===== src/rtl/mac_rx.sv =====
// mac_rx: GMII receive MAC. Strips preamble/SFD, filters on destination MAC, streams the payload with the FCS
// withheld through a 4-byte delay line, and flags the CRC-32 / length / rx_er verdict at end of frame.
`default_nettype none

module mac_rx #(
  parameter int MAX_LEN = 1518,
  parameter int MIN_LEN = 64
) (
  input  logic        clk,
  input  logic        rst,
  input  logic        gmii_rx_dv,
  input  logic        gmii_rx_er,
  input  logic [7:0]  gmii_rxd,
  input  logic [47:0] local_mac_addr,
  output logic        mac_rx_start,
  output logic        mac_rx_valid,
  output logic [7:0]  mac_rx_data,
  output logic        mac_rx_end,
  output logic        mac_rx_crc_ok,
  output logic        mac_rx_err,
  output logic        rx_ip_frame,
  output logic        rx_arp_frame,
  output logic [47:0] rx_source_mac
);

  localparam logic [10:0] c_MAX_LEN  = 11'(MAX_LEN);
  localparam logic [10:0] c_MIN_LEN  = 11'(MIN_LEN);
  localparam logic [31:0] c_CRC_INIT = 32'hFFFF_FFFF;
  localparam logic [31:0] c_CRC_GOOD = 32'hDEBB_20E3;

  typedef enum logic [2:0] {
    S_IDLE     = 3'd0,
    S_PREAMBLE = 3'd1,
    S_DEST     = 3'd2,
    S_SRC      = 3'd3,
    S_TYPE     = 3'd4,
    S_DATA     = 3'd5,
    S_DROP     = 3'd6
  } state_t;

  state_t      r_state;
  state_t      w_state_nxt;
  logic        r_dv_d;
  logic [2:0]  r_idx;
  logic [39:0] r_dest;
  logic [47:0] r_src_tmp;
  logic [7:0]  r_type_hi;
  logic [31:0] r_dl;
  logic [2:0]  r_dl_cnt;
  logic [10:0] r_count;
  logic [31:0] r_crc;
  logic        r_er_seen;

  logic [47:0] w_dest_full;
  logic [15:0] w_type;
  logic        w_dest_match;
  logic        w_type_ok;
  logic [10:0] w_count_inc;
  logic        w_oversize;
  logic        w_sfd;
  logic        w_in_frame;
  logic        w_good;

  // Reflected CRC-32, one byte LSB first, no final inversion.
  function automatic logic [31:0] f_crc_byte(input logic [31:0] crc, input logic [7:0] d);
    logic [31:0] c;
    c = crc;
    for (int i = 0; i < 8; i++) begin
      c = (c[0] ^ d[i]) ? ((c >> 1) ^ 32'hEDB8_8320) : (c >> 1);
    end
    return c;
  endfunction

  always_comb begin
    w_dest_full  = {r_dest, gmii_rxd};
    w_type       = {r_type_hi, gmii_rxd};
    w_dest_match = (w_dest_full == local_mac_addr) || (w_dest_full == 48'hFFFF_FFFF_FFFF);
    w_type_ok    = (w_type == 16'h0800) || (w_type == 16'h0806);
    w_count_inc  = (r_count == 11'h7FF) ? r_count : r_count + 11'd1;
    w_oversize   = (w_count_inc > c_MAX_LEN);
    w_good       = (r_crc == c_CRC_GOOD) && (r_count >= c_MIN_LEN) && !r_er_seen;
    w_in_frame   = (r_state == S_DEST) || (r_state == S_SRC) || (r_state == S_TYPE) || (r_state == S_DATA);
  end

  always_comb begin
    w_state_nxt = r_state;
    case (r_state)
      S_IDLE: begin
        // Only a dv rising edge starts a frame, so a reset released mid-frame waits for the next one.
        if (gmii_rx_dv && !r_dv_d) begin
          if (gmii_rxd == 8'h55)      w_state_nxt = S_PREAMBLE;
          else if (gmii_rxd == 8'hD5) w_state_nxt = S_DEST;
          else                        w_state_nxt = S_DROP;
        end
      end
      S_PREAMBLE: begin
        if (!gmii_rx_dv)             w_state_nxt = S_IDLE;
        else if (gmii_rxd == 8'hD5)  w_state_nxt = S_DEST;
        else if (gmii_rxd != 8'h55)  w_state_nxt = S_DROP;
      end
      S_DEST: begin
        if (!gmii_rx_dv)             w_state_nxt = S_IDLE;
        else if (gmii_rx_er)         w_state_nxt = S_DROP;
        else if (r_idx == 3'd5)      w_state_nxt = w_dest_match ? S_SRC : S_DROP;
      end
      S_SRC: begin
        if (!gmii_rx_dv)             w_state_nxt = S_IDLE;
        else if (gmii_rx_er)         w_state_nxt = S_DROP;
        else if (r_idx == 3'd5)      w_state_nxt = S_TYPE;
      end
      S_TYPE: begin
        if (!gmii_rx_dv)             w_state_nxt = S_IDLE;
        else if (gmii_rx_er)         w_state_nxt = S_DROP;
        else if (r_idx == 3'd1)      w_state_nxt = w_type_ok ? S_DATA : S_DROP;
      end
      S_DATA: begin
        if (!gmii_rx_dv)             w_state_nxt = S_IDLE;
        else if (w_oversize)         w_state_nxt = S_DROP;
      end
      S_DROP: begin
        if (!gmii_rx_dv)             w_state_nxt = S_IDLE;
      end
      default:                       w_state_nxt = S_IDLE;
    endcase
  end

  always_comb begin
    w_sfd = ((r_state == S_IDLE) || (r_state == S_PREAMBLE)) && (w_state_nxt == S_DEST);
  end

  always_ff @(posedge clk or posedge rst) begin
    if (rst) r_state <= S_IDLE;
    else     r_state <= w_state_nxt;
  end

  always_ff @(posedge clk or posedge rst) begin
    if (rst) begin
      r_dv_d        <= 1'b1;
      r_idx         <= 3'd0;
      r_dest        <= '0;
      r_src_tmp     <= '0;
      r_type_hi     <= '0;
      r_dl          <= '0;
      r_dl_cnt      <= 3'd0;
      r_count       <= '0;
      r_crc         <= c_CRC_INIT;
      r_er_seen     <= 1'b0;
      mac_rx_start  <= 1'b0;
      mac_rx_valid  <= 1'b0;
      mac_rx_data   <= '0;
      mac_rx_end    <= 1'b0;
      mac_rx_crc_ok <= 1'b0;
      mac_rx_err    <= 1'b0;
      rx_ip_frame   <= 1'b0;
      rx_arp_frame  <= 1'b0;
      rx_source_mac <= '0;
    end else begin
      r_dv_d        <= gmii_rx_dv;
      mac_rx_start  <= 1'b0;
      mac_rx_valid  <= 1'b0;
      mac_rx_end    <= 1'b0;
      mac_rx_crc_ok <= 1'b0;
      mac_rx_err    <= 1'b0;
      r_idx         <= (w_state_nxt != r_state) ? 3'd0 : r_idx + 3'd1;

      if (mac_rx_end) begin
        rx_ip_frame  <= 1'b0;
        rx_arp_frame <= 1'b0;
      end

      if (w_sfd) begin
        r_crc     <= c_CRC_INIT;
        r_count   <= '0;
        r_er_seen <= 1'b0;
      end else if (w_in_frame && gmii_rx_dv) begin
        r_crc   <= f_crc_byte(r_crc, gmii_rxd);
        r_count <= w_count_inc;
        if (gmii_rx_er) r_er_seen <= 1'b1;
      end

      case (r_state)
        S_DEST: r_dest    <= {r_dest[31:0], gmii_rxd};
        S_SRC:  r_src_tmp <= {r_src_tmp[39:0], gmii_rxd};
        S_TYPE: begin
          r_type_hi <= gmii_rxd;
          if (w_state_nxt == S_DATA) begin
            mac_rx_start  <= 1'b1;
            rx_source_mac <= r_src_tmp;
            rx_ip_frame   <= (w_type == 16'h0800);
            rx_arp_frame  <= (w_type == 16'h0806);
            r_dl_cnt      <= 3'd0;
          end
        end
        S_DATA: begin
          if (!gmii_rx_dv) begin
            mac_rx_end    <= 1'b1;
            mac_rx_crc_ok <= w_good;
            mac_rx_err    <= !w_good;
          end else if (w_oversize) begin
            mac_rx_end <= 1'b1;
            mac_rx_err <= 1'b1;
          end else begin
            // Oldest of four buffered bytes leaves only once a fifth arrives, so the FCS never escapes.
            r_dl <= {r_dl[23:0], gmii_rxd};
            if (r_dl_cnt == 3'd4) begin
              mac_rx_valid <= 1'b1;
              mac_rx_data  <= r_dl[31:24];
            end else begin
              r_dl_cnt <= r_dl_cnt + 3'd1;
            end
          end
        end
        default: ;
      endcase
    end
  end

endmodule

`default_nettype wire


===== config.mk =====
export PLATFORM = sky130hd
export DESIGN_NAME = mac_rx
export DESIGN_NICKNAME = d
export VERILOG_FILES = /design/src/rtl/mac_rx.sv
export SDC_FILE = /design/constraint.sdc
export NUM_CORES = 1
export LEC_CHECK = 0
export CAP_MARGIN = 20
export CORE_AREA = 2 2 156 158
export CTS_CLUSTER_DIAMETER = 30
export DETAILED_ROUTE_END_ITERATION = 10
export DIE_AREA = 0 0 158 160
export PLACE_DENSITY_LB_ADDON = 0.25
export RECOVER_POWER = 25
export SLEW_MARGIN = 40
export SYNTH_ARGS = -nofsm -noshare
export SYNTH_HDL_FRONTEND = slang
export SYNTH_SLANG_ARGS = --single-unit

===== constraint.sdc =====
create_clock -name clk -period 6.7 [get_ports clk]
set_input_delay 0.67 -clock clk [delete_from_list [all_inputs] [get_ports clk]]
set_output_delay 0.67 -clock clk [all_outputs]
set_load 0.02 [all_outputs]

### Word level (Yosys, flattened, before mapping)

Cells that the tools add are included.

* flip-flop bits (word level): 245
* latch bits: 0
* memory bits (writable): 0
* bits in read-only memories: 0
* input bits: 60
* output and inout bits: 63
* logic and storage cells: 152
* memories kept: 0

* add/sub/neg operators: 3
* $mul: 0
* div/mod/pow operators: 0
* magnitude comparators: 2
* equality and inequality tests: 25
* shift operators: 0
* muxes and demuxes: 62
* bitwise logic cells: 17
* reductions and logical operators: 23

Operator list (count)
* 32-bit two-way mux: 10
* 13-bit NOT with 14-bit output: 8
* 3-bit two-way mux: 24
* 48-bit == test: 1
* 48-bit == test, second input constant: 1
* 11-bit two-way mux: 3
* 16-bit by 12-bit == test with 1-bit output, second input constant: 2
* 32-bit == test, second input constant: 1
* 1-bit two-way mux: 22
* 3-bit one-hot mux with 7 select lines: 1
* 3-bit == test, second input constant: 6
* 11-bit by 1-bit adder with 11-bit output, second input constant: 1
* 11-bit == test, second input constant: 1
* 11-bit by 7-bit greater-or-equal comparator with 1-bit output, second input constant: 1
* 11-bit > comparator, second input constant: 1
* 3-bit by 2-bit == test with 1-bit output, second input constant: 3
* 8-bit by 7-bit == test with 1-bit output, second input constant: 1
* 8-bit == test, second input constant: 1
* 8-bit by 7-bit inequality test with 1-bit output, second input constant: 1
* 1-bit XOR: 8
* 3-bit by 1-bit adder with 3-bit output, second input constant: 2
* 3-bit by 1-bit == test with 1-bit output, second input constant: 2
* 1-bit logical OR: 6
* 2-bit inequality test, second input constant: 3
* 13 further kinds: 22

### Longest topological paths before layout

Gate-level depths: netlist (run 1).

* depth after elaboration: 18
* gate-level depth with buffers: 11
* gate-level depth less buffers: 9

### Least setup slack after synthesis (run 1)

OpenSTA, ideal clock, no wires.

* path kind: register to register
* start: register r_count[0]
* end: register mac_rx_data[0]
* setup time: 0.125 ns
* data arrival time: 2.429 ns
* data required time: 6.575 ns
* setup slack: 4.146 ns
* cell stages (with the launch flop): 11
* path buffers: 3
* clock period less this slack: 2.554 ns
* path through: dfrtp_1 ha_1 buf_2 o41ai_1 o31a_1 o21a_2 and3_1 buf_2 and3_1 buf_6 mux2_4

* cells in the longest elaborated chain, start to end: 5
* elaborated cells on any way between the ends: 6
* those cells by class: add/sub (1); order compare (1); eq/ne (1); mux (1); bitwise (1); reduce/logical (1)

Ends and longest elaborated chain
* start, declared: line 50 `logic [10:0] r_count;`
* start signal, assigned: line 177 `r_count <= w_count_inc;`
* 11-bit by 1-bit adder with 11-bit output or 11-bit == test (tied branches): line 79 `w_count_inc = (r_count == 11'h7FF) ? r_count : r_count + 11'd1;`
* 11-bit two-way mux (*): line 79
* 11-bit > comparator (*): line 80 `w_oversize = (w_count_inc > c_MAX_LEN);`
* 1-bit NOT (no source line) (*)
* 4-bit AND reduction (no source line) (*)
* end signal, assigned: line 207 `mac_rx_data <= r_dl[31:24];`
* end, declared: line 17 `output logic [7:0] mac_rx_data,`

Mark *: on every way between the ends. The rest lies on a longest branch, timed or not.
A chain may end at the register's enable or synchronous reset.

==> run_results.csv, run 1 <==
group,metric,value,unit
status,outcome,"complete, but fails checks",
status,failed_checks,"max-capacitance violations, max-slew violations",
cells_and_area,multi_input_area,0.00516,mm²
route,viasPerCell,5.27,
route,wl,25.9,mm
timing,max_slew_margin,-117,%
floorplan,dieWidth,158,µm
global_routing,grtUsageMet1,30.0,%
cts,cts_root_buf,"clkbuf_16",
floorplan,io_pins,123,
place,finalWeightedCongestion,0.856,
cells_and_area,area_growth,27.9,%
cells_and_area,fillerInstances,1889,
power_and_ir_drop,cellPowerDensity,456,mW/mm²
timing,tns,0,ns
cells_and_area,fin_nets,1204,
timing,period_needed,3.85,ns
place,port_buffers,122,
synthesis,synth_fp_nets,1078,
setup_path,worst_ep_required_time,6.60,ns
cells_and_area,seq_area,0.00617,mm²
synthesis,synth-main-ff-cell,"dfrtp_1",
synthesis,ys_seq_elements,245,
min_path,hold_path_class,"register to register",
route,vias,7915,
cells_and_area,utilization,62.4,%
global_routing,grt_busiest_layer,"met2",
synthesis,synth_area,0.0116,mm²
global_routing,grt_start_max_net_pins,134,
place,dp_hpwl,17.0,mm
global_routing,antenna_found_initial,1,
route,drt.antenna.violating_nets,0,
synthesis,synthDistinctLibCells,70,
job,cap_violations,1,
synthesis,ys_seq_area_share,53.1,%
cells_and_area,final_common_cell,"dfrtp_1",
cts,cts_tree,"done",
floorplan,design.die.area,0.0253,mm²
global_routing,grt_pass1_wl,42.7,mm
cts,cts.htree.levels,2,
route,drc,0,
floorplan,rows,57,
synthesis,ys_async_sr_fraction,100,%
timing,tightest_slew,3.26,ns
setup_path,cp_data_arrival_time,3.76,ns
cts,cts_buffers,47,
timing,rsz0062_at_grt,"false",
cts,clk_latency,0.54,ns
synthesis,synth_warnings,0,
timing,hold_violations,0,
timing,setup_violations,0,
synthesis,synth_edf_count,0,
synthesis,avgSynthCellArea,11.5,µm²
timing,finClkSkew,0.0235,ns
setup_path,path_max_fanout,133,
timing,max_freq,260,MHz
place,placed_cells,1412,
cells_and_area,drive_gt1_share,24.5,%
global_routing,grt_use_total,21.1,%
floorplan,core_area,0.0238,mm²
route,drtIter0Drc,407,
cts,cts_resized,0,
power_and_ir_drop,p_leak,6.73,nW
cts,cts_setup_buffers,0,
global_routing,grt_pass1_vias,8056,
floorplan,initial_core_util,48.8,%
timing,fin_crit_sh,57.5,%
cells_and_area,fin_area,0.0149,mm²
route,first_pass_iters,5,
power_and_ir_drop,ir_drop,0.427,mV
setup_path,cp-end-kind,"asynchronous set/reset pin",
timing,slew_viol_final,134,
cells_and_area,mostFrequentLayoutCells,"212 x dfrtp_1, 163 x nand2_1, 128 x mux2_2",
cells_and_area,fin_cells,1501,
setup_path,start_kind,"primary input",
setup_path,crit_type,"primary input to asynchronous set/reset pin",
place,dpl-instance-area,0.0131,mm²
cts,postCtsHoldBufs,0,
floorplan,die_y,160,µm
synthesis,synthCells,1011,
cts,clock_path_buffers,3,
cts,clkSlewWorstSetupHoldPaths,0.05,ns
route,wl_per_cell,17.2,µm
global_routing,use_met3,3.53,%
global_routing,grt_overflow,0,
cts,cts.sinks,245,
global_routing,met2_usage,33.5,%
[worst max-delay path: stages]
cell	delay [ns]
dlygate4sd3_1	0.55
clkinvlp_2	0.15
clkbuf_2	2.28
[layout make-up]
class                      count  area share [%]
inverter                      12           0.311
tap                          324            2.73
multi-input combinational    698            34.7
clock inverter                31            3.48
timing repair buffer         133            8.73
sequential                   245            41.5
antenna                        1          0.0168
clock buffer                  57            8.50
[flip-flops by register name, indices dropped and copies added, names as in the netlist, 3 cells and up]
name           flops
r_idx              3
r_type_hi          8
mac_rx_data        8
r_dest            40
r_state            3
r_count           11
rx_source_mac     48
r_dl              32
r_crc             32
r_dl_cnt           3
r_src_tmp         48
[synth_stat cells (all sizes together) (2+ instances only)]
master / n / area (µm²)
buf: 30 / 164
mux2: 136 / 1560
clkbuf: 26 / 97.6
xnor2: 55 / 549
nor3b: 4 / 30.0
mux2i: 2 / 20.0
and3: 8 / 50.1
nor4b: 6 / 52.6
nand4: 26 / 178
ha: 7 / 87.6
a211o: 2 / 17.5
nand3: 9 / 50.1
xor2: 75 / 709
nand2b: 4 / 25.0
a31oi: 5 / 46.3
o31a: 2 / 17.5
o21a: 10 / 76.3
a21oi: 34 / 170
o211ai: 3 / 27.5
nand3b: 2 / 15.0
dfstp: 33 / 867
and4: 2 / 17.5
o21ai: 43 / 219
nor3: 5 / 25.0
nand2: 164 / 616
nor4: 20 / 125
and4b: 3 / 30.0
o22a: 3 / 26.3
a211oi: 5 / 42.5
o41ai: 2 / 17.5
o31ai: 2 / 15.0
dfrtp: 212 / 5310
nor2: 39 / 146
inv: 12 / 45.0
[path summary, 6_finish.rpt]
path	slack (ns)	start	depth (start not counted)	endpoint
worst max-delay path	2.85	rst	3	r_dest[21]
max in group clk	3.00	gmii_rxd[6]	8	r_count[2]
min in group asynchronous	0.50	rst	2	mac_rx_err
worst max register to register	3.38	r_count[0]	8	mac_rx_data[5]
worst min register to register	0.46	rx_source_mac[25]	2	rx_source_mac[25]
worst min-delay path	0.46	rx_source_mac[25]	2	rx_source_mac[25]
[per-stage QoR]
step / hold slack, ns / power [mW] / setup WS (ns)
after detailed placement: 0.455 / 4.19 / 2.40
final: 0.461 / 6.78 / 2.85
after CTS: 0.408 / 6.83 / 2.94
after global routing: 0.482 / 7.14 / 2.15
after global placement: 0.450 / 4.16 / 2.42
after floorplan: 0.439 / 3.75 / 2.84
[logic make-up (layout without fill, tap and decap cells)]
group,after synthesis,after routing,synth area share (%)
and+or+nand+nor,300,300,12.2
DFF,245,245,53.1
muxes,138,138,13.6
xor gates and xnor gates,131,131,11.0
AOI/OAI and AO/OA,122,122,6.65
buffers and inverters,68,233,2.64
adders and majority gates,7,7,0.754
other,0,1,0
[power breakdown]
| part | switching [mW] | internal (mW) | leakage, nW |
|---|---|---|---|
| clock | 0.789 | 1.81 | 0.863 |
| combinational | 1.01 | 0.980 | 2.69 |
| sequential | 0.341 | 1.84 | 3.18 |
[layer usage]
layer  wire length [µm]  part of all wire (%)
met1              11800                    45
met2              12600                    48
met3               1070                   4.1
met4                489                   1.9
met5                  0                     0
(Power assumes the default switching activity.)
==> inputs of run 2 (changes only) <==
- clock period: 6.7 -> 3.8 ns (I/O delays scaled with it)
==> run 2 against run 1 <==
The run still ends with max-capacitance violations, max-slew violations left. Utilization shrank 0.14 points. Combinational power grew 78%. Clock skew shrank 0.0059 ns. Sequential power grew 77%. Wire length grew 0.65%. Highest routed layer unchanged. Clock power grew 63%. Final cell count grew 0.80%. Global-route usage shrank 0.16 points. Sequential share of layout area grew 0.095 points. Power grew 72%. First-iteration DRC count shrank 2.0%. Cell area shrank 0.23%.
==> run_results.csv, run 2 (same netlist as run 1, synthesis figures left out) <==
group,metric,value,unit
timing,slew_viol_final,200,
setup_path,start_kind,"primary input",
cells_and_area,diodes,0,
floorplan,core_area,0.0238,mm²
cells_and_area,final_common_cell,"dfrtp_1",
floorplan,io_pins,123,
setup_path,reg2reg_slack,0.84,ns
route,drt.antenna.violating_nets,0,
timing,hold_violations,0,
place,finalWeightedCongestion,0.880,
route,drc,0,
timing,fin_crit_sh,78.3,%
cts,clkSlewWorstSetupHoldPaths,0.05,ns
power_and_ir_drop,power,11.6,mW
global_routing,grt_start_max_net_pins,105,
global_routing,grt_pass1_wl,42.2,mm
setup_path,cp_data_arrival_time,3.42,ns
power_and_ir_drop,seqPwrFrac,33.2,%
timing,setup_violations,0,
status,failed_checks,"max-capacitance violations, max-slew violations",
global_routing,grt_use_total,20.9,%
setup_path,reg2reg_to,"r_crc[21]",
cts,cts.sinks,245,
cts,cts.htree.levels,2,
cells_and_area,mostFrequentLayoutCells,"212 x dfrtp_1, 163 x nand2_1, 128 x mux2_2",
route,viasPerCell,5.29,
timing,period_needed,2.97,ns
cts,cts_buffers,48,
setup_path,ff2ff_path_depth,8,
setup_path,path_max_fanout,32,
timing,max_freq,336,MHz
place,dp_slack,0.348,ns
cells_and_area,fin_cells,1513,
power_and_ir_drop,p_sw,3.73,mW
global_routing,grt_overflow,0,
cts,cts_root_buf,"clkbuf_16",
cells_and_area,area_growth,27.6,%
status,outcome,"complete, but fails checks",
power_and_ir_drop,cellPowerDensity,785,mW/mm²
floorplan,design.die.area,0.0253,mm²
route,wl_per_cell,17.2,µm
min_path,hold_path_class,"primary input to asynchronous set/reset pin",
power_and_ir_drop,combPwrFrac,30.4,%
route,drtIter0Drc,399,
cells_and_area,fin_nets,1217,
setup_path,r2r_start,"r_dest[1]",
cells_and_area,reg.largest.list,"r_src_tmp: 48 flops, rx_source_mac: 48 flops, r_dest: 40 flops",
global_routing,antenna_found_initial,1,
floorplan,die_y,160,µm
global_routing,grt_pass1_vias,7985,
cells_and_area,fin_area,0.0148,mm²
floorplan,initial_core_util,48.8,%
job,cap_violations,2,
timing,max_slew_margin,-64.7,%
place,dp_hpwl,17.2,mm
route,vias,7997,
timing,tightest_slew,2.47,ns
timing,finClkSkew,0.0176,ns
timing,setup_slack,0.826,ns
power_and_ir_drop,ir_drop,0.743,mV
timing,rsz0062_at_grt,"false",
place,port_buffers,122,
power_and_ir_drop,clockPowerShare,36.5,%
route,first_pass_iters,4,
cts,cts_tree,"done",
cts,clock_path_buffers,3,
place,placed_cells,1424,
route,wl,26.1,mm
power_and_ir_drop,swShare,32.0,%
place,dpl-instance-area,0.0132,mm²
cts,clk_latency,0.53,ns
cts,cts_resized,0,
cells_and_area,drive_gt1_share,25.1,%
timing,tns,0,ns
cells_and_area,fillerInstances,1966,
cts,postCtsHoldBufs,0,
setup_path,worst_ep_required_time,4.25,ns
power_and_ir_drop,internal_power,7.91,mW
floorplan,rows,57,
floorplan,dieWidth,158,µm
setup_path,cp-end-kind,"register",
power_and_ir_drop,p_leak,6.74,nW
cts,cts_setup_buffers,0,
setup_path,crit_type,"primary input to register",
==> run 2: changes by cell type in the layout (fill, tap and decap cells not counted), sizes merged <==
cell | previous run | this run
bufinv | 12 | 6
clkbuf | 60 | 68
clkinvlp | 5 | 4
clkinv | 12 | 13
inv | 14 | 12
buf | 8 | 21
diode | 1 | 0
==> run 2: through the flow <==
step | hold WS, ns | util, %
6_report | 0.204 | 62.3
5_1_grt | 0.216 | 62.3
4_1_cts | 0.0976 | 62.4
3_5_place_dp | 0.456 | 55.4
3_3_place_gp | 0.449 | 55.4
2_1_floorplan | 0.384 | -
==> run 2: critical path, stage by stage <==
cell and delay, ns:
clkdlybuf4s50_1 0.52, xor2_1 0.21, nor4_1 0.50, nand4_1 0.26, o31ai_1 0.45, o221a_2 0.34
nand4_4 0.23, buf_4 0.33, o21ai_1 0.18
==> run 2: worst max-delay path by stage <==
stage	start	endpoint	slack (ns)	cells past startpoint
floorplan	rst	mac_rx_crc_ok	0.23	1
detailed placement	gmii_rxd[7]	r_crc[21]	0.35	9
global placement	gmii_rxd[7]	r_crc[9]	0.37	9
finish	gmii_rxd[7]	r_crc[21]	0.83	9
global route	rst	r_src_tmp[25]	0.43	3
CTS	r_dest[1]	r_crc[9]	0.79	8
==> run 2: layout make-up <==
type / instances / area (µm²) / area share, %
clock buffers: 66 / 1360 / 9.17
clock inverters: 23 / 299 / 2.02
inverters: 12 / 46.3 / 0.312
multi-input cells: 698 / 5160 / 34.8
flip-flops and latches: 245 / 6170 / 41.6
well taps: 324 / 405 / 2.73
repair buffers: 145 / 1390 / 9.36
==> run 2: routing by layer <==
metal | GRT usage, % | share of wire [%] | routed length (µm) | vias up
li1 | - | - | - | 3797
met1 | 29.1 | 45 | 11800 | 3988
met2 | 33.9 | 49 | 12700 | 166
met3 | 4.15 | 4.6 | 1190 | 46
met4 | 5.20 | 1.6 | 416 | 0
met5 | 0 | 0 | 0 | -
==> run 2: power groups by stage <==
stage / clock network (mW) / logic, mW / registers [mW]
3_3_place_gp: 0 / 3.49 / 3.86
6_report: 4.24 / 3.54 / 3.86
3_5_place_dp: 0 / 3.53 / 3.87
4_1_cts: 4.31 / 3.57 / 3.84
5_1_grt: 4.44 / 3.90 / 3.92
2_1_floorplan: 0 / 2.96 / 3.65
